<file path="src/rtl/imem_loader.sv">
// rtl/imem_loader.sv - byte-stream loader that writes a length-prefixed program into instruction memory
//
// Ports:
//   clk, reset     single clock; asynchronous active-low reset
//   start          single-cycle request to begin a load (honoured in IDLE, DONE, ERR)
//   in_valid       byte-stream valid
//   in_data        byte-stream payload
//   in_ready       loader accepts a byte this cycle
//   mem_we         instruction-memory write strobe
//   mem_addr       instruction-memory word address (registered)
//   mem_wdata      instruction word to write (registered)
//   core_hold      holds the core in reset while 1
//   busy           load in progress
//   done           last load completed without error
//   err            last load aborted: length exceeded MAX_WORDS
module imem_loader #(
  parameter int          ADDR_W    = 13,
  parameter int unsigned MAX_WORDS = 8192
) (
  input  logic              clk,
  input  logic              reset,
  input  logic              start,
  input  logic              in_valid,
  input  logic [7:0]        in_data,
  output logic              in_ready,
  output logic              mem_we,
  output logic [ADDR_W-1:0] mem_addr,
  output logic [31:0]       mem_wdata,
  output logic              core_hold,
  output logic              busy,
  output logic              done,
  output logic              err
);

  typedef enum logic [2:0] {
    IDLE, LEN_HI, LEN_LO, DATA, WRITE, DONE, ERR
  } state_t;

  state_t          state, state_nxt;
  logic [15:0]     len;
  logic [ADDR_W:0] wcnt;      // one extra bit so a full-size program does not wrap
  logic [1:0]      bidx;
  logic [23:0]     shift;     // first three bytes of the word being assembled

  logic            xfer;
  logic [15:0]     len_new;
  logic [ADDR_W:0] wcnt_inc;

  assign xfer     = in_valid & in_ready;
  assign len_new  = {len[15:8], in_data};
  assign wcnt_inc = wcnt + 1'b1;

  always_ff @(posedge clk or negedge reset) begin
    if (!reset) state <= IDLE;
    else        state <= state_nxt;
  end

  always_comb begin
    state_nxt = state;
    in_ready  = 1'b0;
    mem_we    = 1'b0;
    core_hold = 1'b1;
    busy      = 1'b0;
    done      = 1'b0;
    err       = 1'b0;
    case (state)
      IDLE: begin
        if (start) state_nxt = LEN_HI;
      end
      LEN_HI: begin
        in_ready = 1'b1;
        busy     = 1'b1;
        if (xfer) state_nxt = LEN_LO;
      end
      LEN_LO: begin
        in_ready = 1'b1;
        busy     = 1'b1;
        if (xfer) begin
          if (len_new == 16'd0)                state_nxt = DONE;
          else if (32'(len_new) > MAX_WORDS)   state_nxt = ERR;
          else                                 state_nxt = DATA;
        end
      end
      DATA: begin
        in_ready = 1'b1;
        busy     = 1'b1;
        if (xfer && bidx == 2'd3) state_nxt = WRITE;
      end
      WRITE: begin
        mem_we = 1'b1;
        busy   = 1'b1;
        if (32'(wcnt_inc) == 32'(len)) state_nxt = DONE;
        else                            state_nxt = DATA;
      end
      DONE: begin
        done      = 1'b1;
        core_hold = 1'b0;
        if (start) state_nxt = LEN_HI;
      end
      ERR: begin
        err = 1'b1;
        if (start) state_nxt = LEN_HI;
      end
      default: state_nxt = IDLE;
    endcase
  end

  // Address and data are latched on the fourth byte so they are already
  // stable during the single WRITE cycle and hold afterwards.
  always_ff @(posedge clk or negedge reset) begin
    if (!reset) begin
      len       <= '0;
      wcnt      <= '0;
      bidx      <= '0;
      shift     <= '0;
      mem_addr  <= '0;
      mem_wdata <= '0;
    end else begin
      case (state)
        IDLE, DONE, ERR: begin
          if (start) begin
            len  <= '0;
            wcnt <= '0;
            bidx <= '0;
          end
        end
        LEN_HI: if (xfer) len[15:8] <= in_data;
        LEN_LO: if (xfer) len[7:0]  <= in_data;
        DATA: begin
          if (xfer) begin
            shift <= {shift[15:0], in_data};
            bidx  <= bidx + 1'b1;   // wraps 3 -> 0 on the word's last byte
            if (bidx == 2'd3) begin
              mem_wdata <= {shift, in_data};
              mem_addr  <= wcnt[ADDR_W-1:0];
            end
          end
        end
        WRITE: wcnt <= wcnt_inc;
        default: ;
      endcase
    end
  end

endmodule

</file>
<file path="config.mk">
export PLATFORM = sky130hd
export DESIGN_NAME = imem_loader
export DESIGN_NICKNAME = d
export VERILOG_FILES = /design/src/rtl/imem_loader.sv
export SDC_FILE = /design/constraint.sdc
export NUM_CORES = 1
export LEC_CHECK = 0
export CAP_MARGIN = 10
export CORE_UTILIZATION = 59
export CTS_CLUSTER_DIAMETER = 50
export DETAILED_ROUTE_END_ITERATION = 12
export HOLD_SLACK_MARGIN = 0.08
export PLACE_DENSITY = 0.83
export SLEW_MARGIN = 20
export SYNTH_ARGS = -nofsm -noshare
export SYNTH_HDL_FRONTEND = slang
export SYNTH_SLANG_ARGS = --single-unit
</file>
<file path="constraint.sdc">
create_clock -name clk -period 3.45 [get_ports clk]
set_input_delay 0.5175 -clock clk [delete_from_list [all_inputs] [get_ports clk]]
set_output_delay 0.5175 -clock clk [all_outputs]
set_load 0.1 [all_outputs]
</file>
==> results.json <==
{
  "status": "finished clean",
  "layout_common_cells": "dfrtp_1, mux2_2, clkdlybuf4s50_1",
  "final_hold_viol_count": 0,
  "cts_buffers": 9,
  "cts.sinks": 104,
  "antenna_found_initial": 0,
  "dp_hpwl_mm": 6.61,
  "yosysSeqAreaShare_pct": 55.2,
  "clock_skew_ns": 0.0161,
  "route.detailed.drc": 0,
  "cts_max_level": 3,
  "tightest_slew_ns": 1.00,
  "finalSetupTns_ns": 0,
  "grt_pass1_wl_mm": 16.3,
  "vias": 3317,
  "drive_gt1_share_pct": 22.5,
  "synth_top_area_share_pct": 55.2,
  "power_density_mw_per_mm2": 904,
  "cts_hold_buf": 0,
  "ys_types": 47,
  "ir_worst_vdd_mv": 0.578,
  "synth.avg_cell_area_um2": 11.5,
  "rsz0062_at_grt": "no",
  "grt_pass1_vias": 3260,
  "viasPerCell": 5.79,
  "rows": 32,
  "p_leak_nw": 2.56,
  "grt-ovfl-total": 0,
  "syn_inst": 408,
  "die_w_um": 91.4,
  "path_max_fanout": 11,
  "finalSetupViolCount": 0,
  "fin_nets": 481,
  "crit_path_end_kind": "primary output",
  "area_growth_syn_to_layout_pct": 19.1,
  "syn_area_mm2": 0.00471,
  "grt_start_max_net_pins": 68,
  "synth-edff-count": 0,
  "firstDrtPassIters": 4,
  "clk_pin_slew_ns": 0.10,
  "coreArea_mm2": 0.00773,
  "cts-root-buf": "clkbuf_8",
  "ys_ff_latch": 104,
  "synthTopCellsByArea": "dfrtp_1, mux2_2, o21ai_0",
  "worst_ep_required_time_ns": 2.93,
  "post-route-period-util_pct": 75.0,
  "pin_count": 63,
  "start_util_pct": 61.0,
  "gp_congestion": 0.860,
  "synth_fp_nets": 423,
  "track_usage_pct": 25.1,
  "dieArea_mm2": 0.00835,
  "die_y_um": 91.4,
  "whs_ns": 0.225,
  "avgRoutedWirePerCell_um": 16.8,
  "synth_largest_area_cell": "dfrtp_1",
  "critPathLaunchType": "flop",
  "final_antenna_net_count": 0,
  "port_buffers": 62,
  "diodes": 0,
  "fin_crit_ns": 2.59,
  "synth_warnings": 0,
  "total_power_mw": 5.07,
  "clock_latency_ns": 0.38,
  "maxCapViolCount": 0,
  "arrival_ns": 2.07,
  "drv_slew": 0,
  "clockBufferDepth": 2,
  "wl_mm": 9.60,
  "drtIter0Drc": 187,
  "hp-class": "input port to async pin",
  "async_flop_share_pct": 100,
  "max_slew_margin_pct": 33.0,
  "cts_setup_buffers": 0,
  "cts_tree": "done",
  "critPathKind": "flop to primary output",
  "synth-main-ff-cell": "dfrtp_1",
  "cts-resized-gates": 0,
  "fmax_mhz": 386,
  "mostFrequentLayoutCell": "dfrtp_1"
}
==> cell type report <==
type	count	area (µm²)
Sequential cell	104	2600
Fill cell	535	2120
Multi-Input combinational cell	273	1970
Timing Repair Buffer	70	663
Tap cell	102	128
Clock buffer	9	124
Clock inverter	7	95.1
Inverter	8	30.0
==> cells in the mapped netlist, drive strengths merged (2+ instances only) <==
library cell  number
a41oi              2
nor2b              2
a31oi              2
nand2             45
buf               10
xnor2             16
nand4              5
inv                8
o22ai              3
and3               4
o21ai             39
nor2              19
nor4               6
mux2i              3
nand2b             2
a2111oi            2
mux2              67
clkbuf            13
ha                 3
xor2               6
a21oi              7
nor3               3
nand3             14
o31ai              4
dfrtp            104
==> kinds of logic after synthesis <==
logic type	Yosys count	synth area share [%]
flops	104	55.2
simple gates	108	10.9
xor+xnor	22	4.09
fa+ha+maj	4	1.01
buf+inv	31	3.13
mux	70	16.7
compound gates	69	8.95
==> final timing paths <==
path                            slack [ns]                         to  cells after the start                    start
worst min register to register        0.49    mem_addr[6]$_DFFE_PN0P_                      2  mem_addr[6]$_DFFE_PN0P_
max in group asynchronous             2.45   mem_addr[11]$_DFFE_PN0P_                      2                    reset
worst min-delay path                  0.22  mem_wdata[22]$_DFFE_PN0P_                      1                    reset
worst max register to register        1.01       state[1]$_DFFE_PN0P_                      7      wcnt[0]$_DFFE_PN0P_
min in group clk                      0.49    mem_addr[6]$_DFFE_PN0P_                      2  mem_addr[6]$_DFFE_PN0P_
worst max-delay path                  0.86                     mem_we                      4     state[0]$_DFFE_PN0P_
==> metal layers <==
metal  track usage (%)  vias to the layer above  share of wire [%]
met5                 0                        -                  0
met4              9.79                        0                2.6
met3              5.53                       19                4.4
met2              39.9                       76                 49
met1              34.0                     1665                 44
li1                  -                     1557                  -
==> report_power, final <==
group | switching, mW | internal, mW
combinational | 1.60 | 0.751
clock | 0.456 | 0.357
sequential | 0.332 | 1.57
total | 2.39 | 2.68
==> worst max-delay path, cell delays in order, from the launching register on <==
cell and delay (ns):
dfrtp_1 0.52, nor2_1 0.34, nand2_1 0.12, inv_1 0.35
buf_4 0.37
==> per-stage QoR <==
stage	utilization, %	std cells	setup slack [ns]	area (µm²)
5_1_grt	72.6	573	0.745	5610
4_1_cts	72.6	573	0.868	5610
3_3_place_gp	69.8	557	1.06	5390
3_5_place_dp	69.8	557	0.996	5390
6_report	72.6	573	0.862	5610
2_1_floorplan	-	408	0.487	4710
==> sequential cells by signal (all words and copies together), names as in the netlist <==
signal     cells
bidx           2
len           16
mem_addr      13
mem_wdata     32
shift         24
state          3
wcnt          14
(Power assumes the default switching activity.)
